File: src/rtl/nrf_spi_pkg.sv
// nRF24L01 SPI command opcodes, engine state encoding and payload limit.
// Latency: n/a (definitions only).
// Backpressure: n/a.
package nrf_spi_pkg;

    localparam logic [7:0] OP_R_REGISTER   = 8'h00;
    localparam logic [7:0] OP_W_REGISTER   = 8'h20;
    localparam logic [7:0] OP_R_RX_PAYLOAD = 8'h61;
    localparam logic [7:0] OP_W_TX_PAYLOAD = 8'hA0;
    localparam logic [7:0] OP_FLUSH_TX     = 8'hE1;
    localparam logic [7:0] OP_FLUSH_RX     = 8'hE2;
    localparam logic [7:0] OP_NOP          = 8'hFF;

    // Largest radio payload; a transaction is this plus the command byte.
    localparam int MAX_PAYLOAD = 32;

    typedef enum logic [2:0] {
        ST_IDLE,
        ST_LOAD,
        ST_SHIFT,
        ST_FINISH,
        ST_GAP
    } spi_state_t;

endpackage

File: src/rtl/nrf_spi_half_tick.sv
// SCK half-period timer: counts 0..HALF_DIV-1 while enabled, tick on the last count.
// Latency: first tick HALF_DIV cycles after enable rises from a cleared count.
// Backpressure: none; clear has priority over enable.
module nrf_spi_half_tick #(
    parameter int HALF_DIV = 3
) (
    input  logic clk,
    input  logic rst_n,
    input  logic clr,
    input  logic en,
    output logic tick
);

    localparam int CW = (HALF_DIV > 1) ? $clog2(HALF_DIV) : 1;
    localparam logic [CW-1:0] LAST = CW'(HALF_DIV - 1);

    logic [CW-1:0] cnt;

    assign tick = en && (cnt == LAST);

    // Half-period counter, wraps to zero on every tick.
    always_ff @(posedge clk) begin
        if (!rst_n || clr) begin
            cnt <= '0;
        end else if (en) begin
            cnt <= tick ? '0 : cnt + 1'b1;
        end
    end

endmodule

File: src/rtl/nrf_spi_master.sv
// SPI mode-0 master for the nRF24L01: multi-byte CSN-framed transactions, MSB first.
// Latency: 16*HALF_DIV cycles per byte after load, plus HALF_DIV CSN hold and CSN_GAP recovery.
// Backpressure: tx_ready only in LOAD; a missing tx_valid stalls with SCK low and CSN held.
module nrf_spi_master
    import nrf_spi_pkg::*;
#(
    parameter int HALF_DIV = 3,
    parameter int LEN_W    = 6,
    parameter int CSN_GAP  = 3
) (
    input  logic             clk_50,
    input  logic             rst_n,
    input  logic             start,
    input  logic [LEN_W-1:0] len,
    input  logic [7:0]       tx_data,
    input  logic             tx_valid,
    output logic             tx_ready,
    output logic [7:0]       rx_data,
    output logic             rx_valid,
    output logic             busy,
    output logic             done,
    output logic             spi_csn,
    output logic             spi_sck,
    output logic             spi_mosi,
    input  logic             spi_miso
);

    localparam int GW = (CSN_GAP > 1) ? $clog2(CSN_GAP) : 1;
    localparam logic [GW-1:0] GAP_LAST = GW'(CSN_GAP - 1);

    spi_state_t       state, state_nxt;
    logic [LEN_W-1:0] byte_cnt;
    logic [2:0]       bit_cnt;
    logic             phase;      // 0: SCK low half, 1: SCK high half
    logic [7:0]       tx_sh;
    logic [7:0]       rx_sh;
    logic [GW-1:0]    gap_cnt;
    logic             tick;
    logic             ht_en;
    logic             byte_end;
    logic             gap_end;

    assign ht_en    = (state == ST_SHIFT) || (state == ST_FINISH);
    assign byte_end = (state == ST_SHIFT) && tick && phase && (bit_cnt == 3'd7);
    assign gap_end  = (state == ST_GAP) && (gap_cnt == GAP_LAST);

    nrf_spi_half_tick #(.HALF_DIV(HALF_DIV)) u_half_tick (
        .clk   (clk_50),
        .rst_n (rst_n),
        .clr   (!ht_en),
        .en    (ht_en),
        .tick  (tick)
    );

    // State register.
    always_ff @(posedge clk_50) begin
        if (!rst_n) state <= ST_IDLE;
        else        state <= state_nxt;
    end

    // Next-state decode plus the state-derived handshake/status outputs.
    always_comb begin
        state_nxt = state;
        tx_ready  = 1'b0;
        busy      = 1'b1;
        case (state)
            ST_IDLE: begin
                busy = 1'b0;
                if (start && (len != '0)) state_nxt = ST_LOAD;
            end
            ST_LOAD: begin
                tx_ready = 1'b1;
                if (tx_valid) state_nxt = ST_SHIFT;
            end
            ST_SHIFT: begin
                if (byte_end) state_nxt = (byte_cnt == LEN_W'(1)) ? ST_FINISH : ST_LOAD;
            end
            ST_FINISH: begin
                if (tick) state_nxt = ST_GAP;
            end
            ST_GAP: begin
                if (gap_end) state_nxt = ST_IDLE;
            end
            default: begin
                state_nxt = ST_IDLE;
            end
        endcase
    end

    // Shift datapath, pin drivers, byte/bit/gap counters and completion pulses.
    always_ff @(posedge clk_50) begin
        if (!rst_n) begin
            byte_cnt <= '0;
            bit_cnt  <= '0;
            phase    <= 1'b0;
            tx_sh    <= '0;
            rx_sh    <= '0;
            gap_cnt  <= '0;
            rx_data  <= '0;
            rx_valid <= 1'b0;
            done     <= 1'b0;
            spi_csn  <= 1'b1;
            spi_sck  <= 1'b0;
            spi_mosi <= 1'b0;
        end else begin
            rx_valid <= 1'b0;
            done     <= 1'b0;
            case (state)
                ST_IDLE: begin
                    if (start) begin
                        byte_cnt <= len;
                        done     <= (len == '0);
                    end
                end
                ST_LOAD: begin
                    if (tx_valid) begin
                        tx_sh    <= tx_data;
                        spi_mosi <= tx_data[7];
                        spi_csn  <= 1'b0;
                        bit_cnt  <= '0;
                        phase    <= 1'b0;
                    end
                end
                ST_SHIFT: begin
                    if (tick && !phase) begin
                        // Rising edge: slave data has been stable for a full low half.
                        spi_sck <= 1'b1;
                        rx_sh   <= {rx_sh[6:0], spi_miso};
                        phase   <= 1'b1;
                    end else if (tick) begin
                        spi_sck <= 1'b0;
                        phase   <= 1'b0;
                        if (bit_cnt == 3'd7) begin
                            rx_data  <= rx_sh;
                            rx_valid <= 1'b1;
                            byte_cnt <= byte_cnt - 1'b1;
                        end else begin
                            bit_cnt  <= bit_cnt + 1'b1;
                            tx_sh    <= {tx_sh[6:0], 1'b0};
                            spi_mosi <= tx_sh[6];
                        end
                    end
                end
                ST_FINISH: begin
                    if (tick) begin
                        spi_csn <= 1'b1;
                        done    <= 1'b1;
                    end
                end
                ST_GAP: begin
                    gap_cnt <= gap_end ? '0 : gap_cnt + 1'b1;
                end
                default: begin
                end
            endcase
        end
    end

endmodule
File: config.mk
export PLATFORM = sky130hd
export DESIGN_NAME = nrf_spi_master
export DESIGN_NICKNAME = d
export VERILOG_FILES = /design/src/rtl/nrf_spi_pkg.sv /design/src/rtl/nrf_spi_half_tick.sv /design/src/rtl/nrf_spi_master.sv
export SDC_FILE = /design/constraint.sdc
export NUM_CORES = 1
export LEC_CHECK = 0
export CORE_ASPECT_RATIO = 0.9
export CORE_MARGIN = 3
export CORE_UTILIZATION = 40
export CTS_CLUSTER_DIAMETER = 80
export CTS_CLUSTER_SIZE = 20
export DETAILED_ROUTE_END_ITERATION = 7
export PLACE_DENSITY = 0.65
export SLEW_MARGIN = 5
export SYNTH_ARGS = -nofsm -noshare
export SYNTH_HDL_FRONTEND = slang
export SYNTH_SLANG_ARGS = --single-unit
File: constraint.sdc
create_clock -name clk_50 -period 1.6 [get_ports clk_50]
set_input_delay 0.32 -clock clk_50 [delete_from_list [all_inputs] [get_ports clk_50]]
set_output_delay 0.32 -clock clk_50 [all_outputs]
set_load 0.01 [all_outputs]
## Yosys cells after proc, flatten, opt, wreduce, memory -nomap -nowiden

Index checks and enable logic that the tools add are counted.

- Flip-flop bits (word level): 45
- Output and inout port bits: 15
- Word-level logic and storage cells: 110

- Add/sub/neg operators: 4
- Eq/ne operators: 19
- Muxes and demuxes: 41
- Bitwise operators: 4
- Reduce and logical (&&, ||, !) cells: 28

Operators by type and width:

| kind | count |
|---|---|
| $mux 7 | 4 |
| $mux 3 | 9 |
| $mux 6 | 4 |
| $ne 2x2->1 const B | 9 |
| $pmux 3 s5 | 1 |
| $reduce_and 5->1 | 3 |
| $pmux 7 s2 | 1 |
| $mux 1 | 13 |
| $pmux 6 s2 | 1 |
| $pmux 1 s2 | 4 |
| $reduce_bool 2->1 | 4 |
| $logic_and 1x1->1 | 7 |
| $eq 3x2->1 const B | 2 |
| $eq 3x3->1 const B | 2 |
| $eq 6x1->1 const B | 1 |
| $logic_not 6->1 | 1 |
| $mux 2 | 3 |
| $pmux 3 s2 | 1 |
| $reduce_and 3->1 | 2 |
| $reduce_bool 6->1 | 1 |
| $sub 6x1->6 const B | 1 |
| $add 2x1->2 const B | 2 |
| $eq 2x2->1 const B | 2 |
| $not 1->1 | 4 |
| other kinds (10) | 14 |

## Longest topological paths before layout

Gate-level depths: netlist of the first run.

- Word-level depth: 8
- Depth in mapped cells: 7
- Depth with buffers taken out: 6

## Cells and area by module

Synthesis of the first run repeated with hierarchy kept, for this count alone.

- Cells, all modules: 262
- Area, all modules: 2170.8 µm²

Modules (own cells, without submodules):

| module | times used | cells each | area each (µm²) | sequential area each (µm²) |
|---|---|---|---|---|
| nrf_spi_master | 1 | 252 | 2077.0 | 860.8 |
| nrf_spi_half_tick | 1 | 10 | 93.8 | 40.0 |

## Worst setup path before layout of the first run

No wires, ideal clock.

- Kind: input to register
- From: input len[3]
- To: register state[1]
- Data arrival time: 1.561 ns
- Data required time: 1.479 ns
- Path slack: -0.081 ns
- Stages: 4
- Path buffers: 0
- Cells stage by stage: or4_1 > o21a_1 > o221ai_1 > mux2_2

- Longest elaborated chain between the ends: 4

RTL lines:

| what | line | text |
|---|---|---|
| start, declared | nrf_spi_master.sv:14 | `input logic [LEN_W-1:0] len,` |
| $reduce_bool 6->1 | nrf_spi_master.sv:69 | `if (start && (len != '0)) state_nxt = ST_LOAD;` |
| $logic_and 1x1->1 | nrf_spi_master.sv:69 |  |
| $ne 2x2->1 (no source line) | -- |  |
| $reduce_and 5->1 (no source line) | -- |  |
| end signal, assigned | nrf_spi_master.sv:58 | `else state <= state_nxt;` |
| end, declared | nrf_spi_master.sv:31 | `spi_state_t state, state_nxt;` |

Every way passes these cells.
A chain may end at the register's enable or synchronous reset.

## Worst setup path after layout of the first run

- From: register state[1]
- To: output busy

- Longest elaborated chain between the ends: 2

RTL lines:

| what | line | text |
|---|---|---|
| $logic_not 3->1 | nrf_spi_master.sv:66 | `case (state)` |
| $mux 1 | nrf_spi_master.sv:66 |  |
| end, declared | nrf_spi_master.sv:20 | `output logic busy,` |

Every way passes these cells.

==> impl_results.md, run 1 <==
* Status: finished, violations left
* Violated checks: negative setup slack
* CTS tree: yes
* Syn avg cell area at 8.62 sq um
* Mux share of post-synthesis cell area at 4.90%
* Most common cell in the netlist: dfxtp_1
* Crit end category: output port
* Final hold violation count at 0
* Period Utilization, post-route at 104%
* Power Density at 1240 nW/um^2
* Total GRT Usage at 17.6%
* Post-layout min period at 1670 ps
* Hold Crit Class: flop to flop
* Compound-Gate Fraction of Synth Area at 20.4%
* Layout Nets at 341
* Maximum vdd drop at 0.616 mV
* RSZ-0062 raised after global routing: yes
* Port Buf Inserts at 33
* Ys flop type: dfxtp_1
* Synthesis-stage register bit count at 45
* Synthesized net count at 263
* Rows at 24
* Hpwl dp at 3430 um
* Worst-path clk slew at 80 ps
* EDFF count, synth at 0
* GP Congestion at 0.826
* CORE AREA at 4920 sq um
* Synthesis warning total at 0
* Leading area contributor after synthesis: dfxtp_1
* Initial antenna violation count at 0
* Setup WS post-layout at -68.0 ps
* Sequential area share after synthesis at 43.5%
* Vias at 2023
* Largest net degree at the start of global routing at 32
* Hold_ws at 466 ps
* Die X at 81.8 um
* Multi-input gate area at 1220 sq um
* Max-Slew Margin vs Limit at 71.5%
* Worst-case clock skew at 3.91 ps
* Die ar. at 6070 sq um
* Setup Crit Path Kind: flop to output port
* DR WL/cell at 13.6 um
* DRT antenna net count at 0
* Grt ovf at 0
* Number of buffers created by CTS at 5
* Fmax at 0.600 GHz
* Clock Path Buffers at 2
* Ratio of cells with drive above 1 in the final layout at 31.0%
* Total of fill cells in the finished design at 405
* Initial core utilization at 42.0%
* First drt pass iteration count at 4
* Die Y-Extent at 74.2 um
* Synth top area share at 43.5%
* N_diodes at 0
* Vias in the first global route at 1813
* Worst EP arrival at 1350 ps
* Leak at 1.16 nW
* Global-route wire length before repair at 8200 um
* Simple-Gate Fraction of Synth Area at 24.6%
* CP Data Required Time at 1280 ps
* Final wirelength at 5240 um
* Clk sink count at 45
* Largest family of logic cells by synthesized area: simple AND/OR/NAND/NOR gates
* Root buffer cell: clkbuf_8
* Via density at 5.27
* # IOs at 34
* Largest fanout on the critical path at 8
* Top post-synthesis cells by count: dfxtp_1 (45), nand2_1 (39), a21oi_1 (36)
* Distinct cells, synth at 47
* Tightest Pin Transition at 424 ps
* Post-Synth XOR/XNOR Area at 0%
* Max-slew violations at 0
* Area contributors post-synth: dfxtp_1 (44%), a21oi_1 (8.7%), nand2_1 (7.1%), mux2i_1 (4.4%), nor2_1 (3.3%)
* CP Launch Type: flop
* Final Setup Violations at 8
* Cell area after synthesis at 2070 sq um
* Clk_lat worst skew at 300 ps
* Synth Instances at 240
* Synth async-reset ratio at 0%
* Drt drc at 0
* Area grow syn2layout at 50.3%
* Setup TNS at -208 ps
* Fin cells at 384
* H-tree depth at 2
* Post-Synth Adder-Cell Area at 2.42%
* 1st-iter DRT viols at 83
* Number of maximum-capacitance violations at 0
* Cells after DPL at 364
* Register area at 910 sq um
* CTS Hold Bufs at 0
stage by stage:
stage / setup WS (ps) / power, mW / instance area (sq um) / util (%)
final: -68.0 / 3.87 / 3110 / 63.2
after CTS: -86.0 / 3.76 / 3010 / 61.2
after floorplan: -44.3 / 2.17 / 2080 / -
after detailed placement: -507 / 2.71 / 2750 / 55.7
after global routing: -121 / 4.11 / 3110 / 63.2
after global placement: -480 / 2.70 / 2750 / 55.7
state kept, by name, indices dropped and copies added (netlist names):
signal and cells:
u_half_tick.cnt 2, phase 1, byte_cnt 6, state 3
rx_data 8, rx_sh 8, rx_valid 1, spi_mosi 1
spi_sck 1, done 1, bit_cnt 3, spi_csn 1
gap_cnt 2, tx_sh 7
power breakdown:
part / internal [mW] / leakage (nW) / switching, mW
Sequential: 1.26 / 0.367 / 0.124
Combinational: 0.852 / 0.732 / 0.734
Clock: 0.508 / 0.0574 / 0.395
Total: 2.62 / 1.16 / 1.25
cells by family (layout without fill, tap and decap cells):
| family | count (synthesis) | after routing |
|---|---|---|
| compound gates | 69 | 69 |
| fa+ha+maj | 4 | 4 |
| buf+inv | 17 | 96 |
| flops | 45 | 45 |
| mux | 10 | 10 |
| simple gates | 95 | 95 |
worst paths after layout:
check                          startpoint                        to  slack (ps)  cells after the start
setup / recovery    state[1]$_SDFFE_PN0P_                      busy         -70                      2
hold / removal       spi_sck$_SDFFE_PN0P_      spi_sck$_SDFFE_PN0P_         470                      2
setup reg to reg  bit_cnt[0]$_SDFFE_PN0P_  byte_cnt[0]$_SDFFE_PN0P_         -60                      6
hold reg to reg      spi_sck$_SDFFE_PN0P_      spi_sck$_SDFFE_PN0P_         470                      2
worst max-delay path: stages (launching register included):
cell           delay [ps]
dfxtp_2               370
or3_4                 380
dlygate4sd2_1         300
area by class of cell:
cell class | instances | share of cell area, %
inverter | 5 | 0.603
clock buffer | 6 | 2.65
sequential | 45 | 29.2
timing repair buffer | 83 | 24.4
tap | 65 | 2.61
multi-input combinational | 178 | 39.3
clock inverter | 2 | 1.21
repair_timing:
action                     CTS  global route
setup buffers                6             6
setup endpoints to repair   37            36
pin swaps                    9            10
resized for setup           39            19
layout by cell type (no fill, tap or decap), types with 3 or more instances in the layout:
cell and n:
buf_6 7, nand3_1 6, o21ai_1 3, inv_1 4
dlygate4sd2_1 4, buf_12 3, clkbuf_8 6, nor3_1 4
a21oi_1 25, nand2_1 37, nor2_1 17, clkdlybuf4s50_1 27
dfxtp_1 40, dfxtp_2 4, o21ai_0 5, a21oi_2 11
a311oi_1 7, mux2i_1 9, buf_4 40, a21o_1 6
per-layer routing:
| metal | track usage [%] | part of all wire [%] | wire length, um |
|---|---|---|---|
| met1 | 23.0 | 47 | 2450 |
| met2 | 28.1 | 47 | 2480 |
| met4 | 4.98 | 1.1 | 55 |
| met3 | 5.45 | 4.9 | 254 |
| met5 | 0 | 0 | 0 |
Power figures use the tool's default switching activity.
==> run 2: changes to the inputs <==
- CORE_MARGIN: 3 -> not set
==> run 2 against run 1 <==
Against the previous run:
- the flow still finishes with violations (negative setup slack)
- total power is 4.0% lower
- highest routed layer unchanged
- combinational power fell by 8%
- hold slack better by 3.2 ps
==> impl_results.md, run 2 (synthesis results as in run 1) <==
* Total GRT Usage at 19.5%
* First drt pass iteration count at 4
* Final hold violation count at 0
* Clock Path Buffers at 2
* Setup Crit Path Kind: input port to flop
* Initial core utilization at 42.0%
* Die X at 77.8 um
* CTS Hold Bufs at 0
* DR WL/cell at 13.4 um
* Initial antenna violation count at 0
* Largest net degree at the start of global routing at 23
* Worst-case clock skew at 6.03 ps
* H-tree depth at 2
* Clk sink count at 45
* Crit end category: flop
* CTS tree: yes
* Violated checks: negative setup slack
* Largest fanout on the critical path at 2
* Vias at 1991
* Max-Slew Margin vs Limit at 69.3%
* Port Buf Inserts at 33
* Die Y-Extent at 70.2 um
* Period Utilization, post-route at 102%
* CORE AREA at 4920 sq um
* Final wirelength at 5140 um
* Root buffer cell: clkbuf_8
* Maximum vdd drop at 0.581 mV
* Leading registers by flop count: rx_data (8), rx_sh (8), tx_sh (7)
* Hpwl dp at 3430 um
* Critical-path cell list: dlygate4sd2_1 > or4_4 > o21a_1 > o221ai_2 > mux2_4
* DRT antenna net count at 0
* Setup WS post-layout at -29.9 ps
* Most frequent cells in the layout: buf_4 (44), dfxtp_1 (40), nand2_1 (39)
* Number of buffers created by CTS at 5
* Layout Nets at 340
* GP Congestion at 0.819
* Grt ovf at 0
* Detail Route met2 WL at 2410 um
* Area post-placement at 2760 sq um
* Via density at 5.20
* Leak at 1.14 nW
* Vias in the first global route at 1829
* Ratio of cells with drive above 1 in the final layout at 28.0%
* Commonest non-fill, non-tap cell in the layout: buf_4
* Top sig layer: met4
* Die ar. at 5470 sq um
* Crit path largest cell delay at 480 ps
* Number of maximum-capacitance violations at 0
* CP Data Required Time at 1790 ps
* Worst-path clk slew at 90 ps
* Tightest Pin Transition at 456 ps
* Fmax at 0.614 GHz
* Final Setup Violations at 14
* RSZ-0062 raised after global routing: yes
* CP Launch Type: input port
* DP Worst Slack at -530 ps
* Wire length on met3 at 183 um
* Bufs and invs on worst path at 1
* Power Density at 1220 nW/um^2
* Area grow syn2layout at 46.6%
* Global-route wire length before repair at 8450 um
* 1st-iter DRT viols at 98
* # IOs at 34
* N_diodes at 0
* Max-slew violations at 0
* Worst EP arrival at 1820 ps
* Status: finished, violations left
* Total chip power at 3.71 mW
* Slowest-stage cell, CP: or4_4
* Wire length on met1 at 2470 um
* Post-layout min period at 1630 ps
* Hold Crit Class: flop to flop
* Post-route cell area at 3030 sq um
* CP delay by family, top: simple AND/OR/NAND/NOR gates
* Clk_lat worst skew at 290 ps
* Drt drc at 0
* Rows at 24
==> run 2: cell types whose count changed in the layout (fill, tap and decap cells not counted), moves of 2 or more <==
| cell | before | now |
|---|---|---|
| dfxtp_2 | 4 | 2 |
| a21oi_1 | 25 | 29 |
| buf_6 | 7 | 3 |
| buf_4 | 40 | 44 |
| dfxtp_4 | 1 | 3 |
| dlygate4sd2_1 | 4 | 2 |
| a21oi_2 | 11 | 7 |
| nand2_2 | 2 | 0 |
| nand2_1 | 37 | 39 |
==> run 2: layout make-up <==
type / count / area, sq um
fill: 437 / 1890
multi-input combinational: 178 / 1180
sequential: 45 / 915
timing repair buffer: 82 / 722
tap: 65 / 81.3
clock buffer: 6 / 72.6
clock inverter: 2 / 38.8
inverter: 5 / 18.8
==> run 2: worst register-to-register path: cells and delay by family (launching register included) <==
kind / cells / cell delay [ps]
muxes: 1 / 70
adders and majority gates: 2 / 310
buffers and inverters: 1 / 180
DFF: 1 / 360
AOI/OAI and AO/OA: 3 / 650
==> run 2: final timing paths <==
path,start,to,slack [ps],cells after the start
setup / recovery,len[1],state[1]$_SDFFE_PN0P_,-30,5
setup reg to reg,bit_cnt[1]$_SDFFE_PN0P_,byte_cnt[5]$_SDFFE_PN0P_,-30,7
hold / removal,rx_sh[7]$_SDFFE_PN0P_,rx_sh[7]$_SDFFE_PN0P_,470,2
hold reg to reg,rx_sh[7]$_SDFFE_PN0P_,rx_sh[7]$_SDFFE_PN0P_,470,2
==> run 2: timing repair <==
action | CTS | global route
endpoints found under the hold margin | 0 | 0
endpoints found under the setup margin | 29 | 36
resized for setup | 28 | 20
buffers inserted | 3 | 4
cloned | 1 | 0
pin swaps | 13 | 8
==> run 2: layer usage <==
metal,vias to the layer above,global-route usage [%]
li1,1019,-
met1,925,26.6
met2,39,30.5
met3,8,3.92
met4,0,6.71
met5,-,0
==> run 2: power by group <==
group	internal (mW)	switching (mW)	total, mW
sequential	1.26	0.131	1.39
combinational	0.753	0.717	1.47
clock	0.469	0.383	0.852
total	2.48	1.23	3.71
==> run 2: metrics by stage <==
stage                     hold WS (ps)  TNS (ps)  utilization (%)  std cells
after floorplan                    392     -44.3                -        240
after global placement             450     -3490             56.1        368
after detailed placement           457     -3990             56.1        368
after CTS                          468      -383             60.0        379
after global routing               489     -2680             61.6        383
final                              469      -162             61.6        383
